File: src/rtl/clk_div_sched.sv
// clk_div_sched: runtime-programmable integer clock divider.
// Produces a registered divided clock (high ceil(N/2), low floor(N/2) cycles) and a
// one-cycle tick in the first high cycle of every period. Ratio changes and stop
// requests are accepted over a valid/ready handshake but only take effect at a
// period boundary, so a pulse is never truncated.
//
// Ports:
//   clk_in      - system clock
//   rst         - asynchronous active-high reset
//   cfg_valid   - config request valid
//   cfg_ready   - request can be accepted (low while a change is pending)
//   cfg_en      - 1: run at cfg_div, 0: stop
//   cfg_div     - requested ratio N (must be >= 2 for a run request)
//   div_clk_out - divided clock, registered
//   div_tick    - one-cycle pulse at the start of each divided period
//   busy        - block is running or has a change pending
//   cfg_err     - one-cycle pulse after an accepted run request with cfg_div < 2
module clk_div_sched #(
    parameter int unsigned CNT_W   = 8,
    parameter int unsigned DEF_DIV = 4
) (
    input  logic             clk_in,
    input  logic             rst,
    input  logic             cfg_valid,
    output logic             cfg_ready,
    input  logic             cfg_en,
    input  logic [CNT_W-1:0] cfg_div,
    output logic             div_clk_out,
    output logic             div_tick,
    output logic             busy,
    output logic             cfg_err
);

    typedef enum logic [1:0] {StIdle, StRun, StPend} state_e;

    state_e           state_q, state_d;
    logic [CNT_W-1:0] cnt_q, cnt_d;
    logic [CNT_W-1:0] cur_div_q, cur_div_d;
    logic [CNT_W-1:0] pend_div_q, pend_div_d;
    logic             pend_en_q, pend_en_d;
    logic             div_clk_q, div_clk_d;
    logic             tick_q, tick_d;
    logic             err_q, err_d;

    logic             xfer;
    logic             div_ok;
    logic             wrap;
    logic [CNT_W-1:0] cnt_inc;
    logic [CNT_W:0]   half;

    assign cfg_ready = (state_q != StPend);
    assign busy      = (state_q != StIdle);
    assign xfer      = cfg_valid && cfg_ready;
    assign div_ok    = (cfg_div >= CNT_W'(2));
    assign wrap      = (cnt_q == (cur_div_q - CNT_W'(1)));
    assign cnt_inc   = wrap ? '0 : (cnt_q + CNT_W'(1));

    // Extra bit so (N+1) does not overflow at the maximum ratio.
    assign half      = ({1'b0, cur_div_d} + (CNT_W + 1)'(1)) >> 1;

    always_comb begin
        state_d    = state_q;
        cnt_d      = cnt_q;
        cur_div_d  = cur_div_q;
        pend_en_d  = pend_en_q;
        pend_div_d = pend_div_q;
        // Rejected run requests still complete the handshake but change nothing else.
        err_d      = xfer && cfg_en && !div_ok;

        unique case (state_q)
            StIdle: begin
                if (xfer && cfg_en && div_ok) begin
                    cur_div_d = cfg_div;
                    cnt_d     = '0;
                    state_d   = StRun;
                end
            end
            StRun: begin
                cnt_d = cnt_inc;
                if (xfer && (!cfg_en || div_ok)) begin
                    pend_en_d  = cfg_en;
                    pend_div_d = cfg_div;
                    state_d    = StPend;
                end
            end
            StPend: begin
                // Finish the current period at the old ratio; cnt_inc is 0 on wrap.
                cnt_d = cnt_inc;
                if (wrap) begin
                    if (pend_en_q) begin
                        cur_div_d = pend_div_q;
                        state_d   = StRun;
                    end else begin
                        state_d   = StIdle;
                    end
                end
            end
            default: begin
                state_d = StIdle;
                cnt_d   = '0;
            end
        endcase

        // Outputs are registered copies of what the next cycle's counter implies.
        div_clk_d = (state_d != StIdle) && ({1'b0, cnt_d} < half);
        tick_d    = (state_d != StIdle) && (cnt_d == '0);
    end

    always_ff @(posedge clk_in or posedge rst) begin
        if (rst) begin
            state_q    <= StIdle;
            cnt_q      <= '0;
            cur_div_q  <= CNT_W'(DEF_DIV);
            pend_en_q  <= 1'b0;
            pend_div_q <= '0;
            div_clk_q  <= 1'b0;
            tick_q     <= 1'b0;
            err_q      <= 1'b0;
        end else begin
            state_q    <= state_d;
            cnt_q      <= cnt_d;
            cur_div_q  <= cur_div_d;
            pend_en_q  <= pend_en_d;
            pend_div_q <= pend_div_d;
            div_clk_q  <= div_clk_d;
            tick_q     <= tick_d;
            err_q      <= err_d;
        end
    end

    assign div_clk_out = div_clk_q;
    assign div_tick    = tick_q;
    assign cfg_err     = err_q;

endmodule

File: config.mk
export PLATFORM = sky130hd
export DESIGN_NAME = clk_div_sched
export DESIGN_NICKNAME = d
export VERILOG_FILES = /design/src/rtl/clk_div_sched.sv
export SDC_FILE = /design/constraint.sdc
export NUM_CORES = 1
export LEC_CHECK = 0
export BUFFER_PORTS_ARGS = -buffer_cell sky130_fd_sc_hd__buf_4
export CORE_MARGIN = 3
export CORE_UTILIZATION = 55
export DETAILED_ROUTE_END_ITERATION = 16
export GPL_TIMING_DRIVEN = 0
export PLACE_DENSITY = 0.8
export SYNTH_ARGS = -nofsm -noshare
export SYNTH_HDL_FRONTEND = slang
export SYNTH_SLANG_ARGS = --single-unit
File: constraint.sdc
create_clock -name clk_in -period 4 [get_ports clk_in]
set_clock_uncertainty 0.15 [all_clocks]
set_input_delay 0.2 -clock clk_in [delete_from_list [all_inputs] [get_ports clk_in]]
set_output_delay 0.2 -clock clk_in [all_outputs]
set_load 0.03 [all_outputs]
==> results of run 1 <==
## worst paths after layout
path	end	slack [ps]
setup / recovery	div_clk_out	-10
hold / removal	pend_div_q[2]	20
setup reg to reg	div_clk_out	-10
hold reg to reg	pend_div_q[5]	370
max in group asynchronous	cur_div_q[0]	2850
min in group asynchronous	pend_div_q[1]	60
## critical path, stage by stage, from the launching register on
cell and delay (ps):
dfrtp_1 430, or4_4 610, or4_4 450, o211ai_4 100, a31o_4 150, buf_4 130, nand3_1 120, a31oi_4 280
ha_4 200, and4bb_1 250, xnor2_1 140, ha_1 270, a21oi_1 150, nor2b_1 60, o21ai_1 120, o21ai_1 90
nor4b_2 200
## synth_stat cells (5+ instances only)
master     n  area, µm²
nor2b_1    5      31.28
ha_1      14      175.2
dfrtp_1   29      725.7
nor2_1    20      75.07
nand2_1   18      67.56
a311oi_1   5      43.79
xnor2_1   11      96.34
mux2_2     8      90.09
o21ai_0   10      50.05
inv_1     13      48.80
a21oi_1   17      85.08
nand3_1    7      35.03
## where the power goes
group	internal, W	total [W]	switching, W
clock network	0.000183	0.000313	0.000130
registers	0.000439	0.000606	0.000167
logic	0.000677	0.00154	0.000867
total	0.00130	0.00246	0.00116
## metal layers
layer	share of wire (%)	wire [µm]	up-vias	track usage (%)
met5	0	0	-	0
met2	49	3403	174	45.01
met1	38	2682	1106	37.21
li1	-	-	999	-
met4	3.4	242	0	11.06
met3	9.8	687	36	5.256
## logic make-up (layout without fill, tap and decap cells)
logic type,Yosys count,count (layout),share of synthesized area [%]
buffers and inverters,19,61,3.883
and+or+nand+nor,87,87,21.31
muxes,10,10,4.747
AOI/OAI and AO/OA,74,74,24.81
DFF,30,30,32.42
adders and majority gates,14,14,7.551
xor gates and xnor gates,14,14,5.286
## per-stage QoR
step	cells	util [%]	power, W	setup TNS, ps	setup slack, ps
2_1_floorplan	248	-	0.001497	0	63.95
6_report	338	74.87	0.002463	-13.96	-13.96
3_3_place_gp	312	64.87	0.001758	-248.4	-248.4
5_1_grt	338	74.87	0.002603	-144.3	-144.3
3_5_place_dp	312	64.87	0.001787	-345.4	-345.4
4_1_cts	331	72.18	0.002288	0	8.121
## state kept, by name, indices dropped and copies added (netlist names)
signal and cells:
cur_div_q 8, div_clk_out 1, div_tick 1, cnt_q 8, pend_en_q 1, cfg_err 1, pend_div_q 8, state_q 2
## layout make-up
class	count	share of cell area [%]
Buffer	6	1.561
Clock buffer	5	2.385
Clock inverter	3	1.388
Inverter	13	1.691
Multi-Input combinational cell	199	55.90
Sequential cell	30	26.15
Tap cell	48	2.082
Timing Repair Buffer	34	8.846
## placed cells by master (no fill, tap or decap), types with 5 or more instances in the layout
master	instances
a21oi_1	16
mux2_2	8
dfrtp_1	27
o21ai_0	7
o21ai_1	5
inv_1	13
xnor2_1	9
nor2_1	20
nand3_1	7
buf_4	34
nand2_1	18
clkbuf_8	6
ha_1	13
## repair_timing
action                     4_1_cts  5_1_grt
setup endpoints to repair        1        1
pin swaps                       11       10
buffers inserted                11        7
resized for setup               22       10
==> metrics, run 1 <==
Num CTS Buffers 5; fmax 249.1 MHz; EDFF count, synth 0; Slew HR between 20% and 30%; I/O Buffers 16; Power Density roughly 850 nW/µm²; placed inst area around 2500 µm²; H-tree depth 2; Syn. warnings 0; Die Y between 70 and 80 µm; Critical Path AT between 4000 and 5000 ps; clock transition at the registers of the reported paths 80 ps; synthesized cell area around 2300 µm²; Reg2Reg Depth 16; DR DRC count 0; GPL Wtd Cong 0.9128; Leak around 1.3 nW; Worst-Margin Slew 1171 ps; FF+latch count, synth 30; Hold Path Depth 2; CTS tree built; WP data required roughly 4100 ps; Final min period approximately 4000 ps; Syn Nets about 270; WL final 7016 µm; Setup CP Type reg -> reg; vias per cell around 6.8; fin worst setup slack -13.96 ps; ANT nets after route 0; Post-CTS Hold Buffers 0; hpwl dp 4343 µm; largest net degree at the start of global routing 31; CTS Root Cell clkbuf_8; final number of setup-violating endpoints 1; Layout area overhead 24.38%; initial antenna violation count 0; vias in the first global route roughly 2.2k; maximum root-to-sink buffer count 2; worst-skew pair later-pin latency between 200 and 300 ps; Sequential Area between 700 and 800 µm²; post-synthesis average cell area slightly above 9 µm²; failing checks setup timing; worst r2r src cur_div_q[1]; dominant synthesized flop cell dfrtp_1; I/O Pins 17; Initial Utilization 60.19%; footprint of the multi-input gates ~1600 µm²; Core Box Area roughly 3900 µm²; First DRT Iteration DRCs roughly 380; gr usage total ~28%; hold_ws between 15 and 20 ps; cell row count 22; die area 5033 µm²; via count ~2.3k; Crit. Startpoint cur_div_q[1]; fin crit share 100.3%; 1st-pass router iterations 7; MaxCap Viol Count 0; Fin. Hold Viols 0; Startpoint Class flip-flop; Horiz. Die Dim between 70 and 80 µm; diode count 0; unrepaired setup endpoints after global routing yes; post-route design area between 2000 and 3000 µm²; fillers about 260; crit-path max FO 4; sequential share of the synthesized area 32.42%; cells after synthesis between 200 and 250; global-route wire length before repair ~11000 µm; ratio of cells with drive above 1 in the final layout about 34%; distinct cell type count after synthesis roughly 70; Max VDD drop approximately 520 µV; total global routing overflow 0; DR WL/cell slightly above 20 µm; Final Max Slew Viols 0; Sink Count 30; CP endpoint kind flip-flop; nets@finish 315; asr flop ratio synth 100.0%; hold path start cfg_div[2]; Worst Hold Class in -> reg; status complete, but fails checks
Power figures use the tool's default switching activity.
==> inputs of run 2 (changes only) <==
--- a/config.mk
+++ b/config.mk
@@ -7,10 +7,10 @@
 export LEC_CHECK = 0
 export BUFFER_PORTS_ARGS = -buffer_cell sky130_fd_sc_hd__buf_4
 export CORE_MARGIN = 3
-export CORE_UTILIZATION = 55
+export CORE_UTILIZATION = 60
 export DETAILED_ROUTE_END_ITERATION = 16
 export GPL_TIMING_DRIVEN = 0
-export PLACE_DENSITY = 0.8
+export PLACE_DENSITY = 0.82
 export SYNTH_ARGS = -nofsm -noshare
 export SYNTH_HDL_FRONTEND = slang
 export SYNTH_SLANG_ARGS = --single-unit
==> constraint.sdc (replaced) <==
create_clock -name clk_in -period 4.1 [get_ports clk_in]
set_clock_uncertainty 0.15 [all_clocks]
set_input_delay 0.205 -clock clk_in [delete_from_list [all_inputs] [get_ports clk_in]]
set_output_delay 0.205 -clock clk_in [all_outputs]
set_load 0.03 [all_outputs]
==> run 2 against run 1 <==
  * The flow still finishes with violations (setup timing)
  * Highest routed layer unchanged
  * Sequential cell count unchanged
  * Global-route usage grew 2.1 points
  * First-iteration DRC count rose by 4.8%
  * Via count stayed put
  * Largest power group unchanged
  * Critical endpoint unchanged
==> metrics, run 2 (synthesis gave the netlist of run 1 again) <==
Worst Hold Class in -> reg; Startpoint Class flip-flop; maximum root-to-sink buffer count 2; status complete, but fails checks; initial antenna violation count 0; worst-skew pair later-pin latency 300 ps; Fin. Hold Viols 0; ratio of cells with drive above 1 in the final layout between 30% and 40%; DR DRC count 0; Layout area overhead 26.59%; Final Max Slew Viols 0; global-route wire length before repair 10250 µm; commonest non-fill, non-tap cell in the layout buf_4; DR WL/cell approximately 22 µm; die area ~4600 µm²; gr usage total 30.05%; GPL Wtd Cong ~0.93; vias per cell 6.890; Core Box Area about 3500 µm²; First DRT Iteration DRCs around 400; unrepaired setup endpoints after global routing yes; Hold Path Depth 2; Die Y about 70 µm; commonest cells after routing, fill and taps aside 34 x buf_4, 27 x dfrtp_1, 20 x nor2_1, 17 x nand2_1, 14 x a21oi_1; Worst-Margin Slew ~1200 ps; fin crit share 100.9%; Regs by FF count cnt_q: 8 flops, cur_div_q: 8 flops, pend_div_q: 8 flops; clock transition at the registers of the reported paths ~70 ps; Final Non-Filler Cells ~340; final number of setup-violating endpoints 1; Initial Utilization about two thirds; via count ~2.3k; WP data required about 4200 ps; dpl cells 310; largest net degree at the start of global routing 31; Post-CTS Hold Buffers 0; I/O Pins 17; CP endpoint kind flip-flop; Num CTS Buffers 5; nets@finish between 300 and 400; worst r2r src cur_div_q[0]; hold path start cfg_div[6]; crit-path max FO 5; Setup CP Type reg -> reg; H-tree depth 2; Leak 1.265 nW; Reg2Reg Depth 17; vias in the first global route ~2.1k; 1st-pass router iterations 7; failing checks setup timing; fmax 241.6 MHz; fin worst setup slack -38.51 ps; ANT nets after route 0; cell row count 21; I/O Buffers 16; hold_ws approximately 18 ps; hpwl dp around 4300 µm; Horiz. Die Dim 68.18 µm; Reg2Reg Setup Slack -40 ps; CTS tree built; Critical Path AT about 4200 ps; total global routing overflow 0; Crit. Startpoint cur_div_q[0]; Max VDD drop approximately 520 µV; CTS Root Cell clkbuf_8; WL final between 7000 and 8000 µm; Sink Count 30; Setup crit end div_clk_out; Final min period around 4100 ps; Power Density 841.3 nW/µm²; Slew HR 21.70%; MaxCap Viol Count 0; diode count 0; r2r endpoint div_clk_out
run 2: cell count changes in the layout (fill, tap and decap cells not counted), moves of 2 or more:
cell      previous run  this run
clkinv_2             2         0
a21oi_2              2         4
clkbuf_1             2         4
a21oi_1             16        14
run 2: routing by layer:
layer | GRT usage (%) | routed length (µm)
met4 | 12.90 | 330
met3 | 6.732 | 621
met5 | 0 | 0
met2 | 43.92 | 3516
met1 | 42.41 | 2978
run 2: report_power, final:
part / internal (W) / switching (W)
registers: 0.000428 / 0.000153
clock network: 0.000182 / 0.000124
logic: 0.000663 / 0.000920
total: 0.00127 / 0.00120
run 2: worst max-delay path, cell delays in order (launching register included):
cell and delay (ps):
dfrtp_1 420, or4_4 580, buf_4 170, o211ai_4 190, o211ai_4 130, a31o_4 240, and2_4 170, a22o_4 230
or2_4 270, ha_4 180, and4bb_2 260, xnor2_2 140, ha_1 320, a21oi_2 120, nor2b_1 50, o21ai_1 110
o21ai_1 100, nor4b_2 220
run 2: per-stage QoR:
step / power, W / util (%) / setup TNS, ps / setup WS (ps) / instance area (µm²)
2_1_floorplan: 0.001461 / - / 0 / 163.9 / 2320
3_3_place_gp: 0.001711 / 70.93 / -151.4 / -151.4 / 2497
3_5_place_dp: 0.001751 / 70.93 / -226.3 / -226.3 / 2497
4_1_cts: 0.002136 / 76.58 / 0 / 14.77 / 2696
5_1_grt: 0.002606 / 83.40 / -195.1 / -195.1 / 2937
6_report: 0.002471 / 83.40 / -38.51 / -38.51 / 2937
run 2: what timing repair did:
| action | 4_1_cts | 5_1_grt |
|---|---|---|
| pin swaps | 6 | 9 |
| setup endpoints to repair | 1 | 1 |
| setup buffers | 5 | 13 |
| resized for setup | 11 | 32 |
run 2: worst min-delay path by stage:
stage,end,slack [ps]
4_1_cts,pend_div_q[7],20
3_5_place_dp,pend_div_q[7],310
5_1_grt,pend_div_q[6],20
6_report,pend_div_q[6],20
3_3_place_gp,pend_div_q[7],310
2_1_floorplan,cfg_err,150
run 2: final cells by class:
| type | count | area, µm² |
|---|---|---|
| multi-input cells | 199 | 1670 |
| flip-flops and latches | 30 | 754.5 |
| fillers | 192 | 584.3 |
| repair buffers | 34 | 255.2 |
| clock buffers | 7 | 76.32 |
| well taps | 46 | 57.56 |
| inverters | 13 | 48.80 |
| plain buffers | 6 | 43.79 |
| clock inverters | 1 | 30.03 |
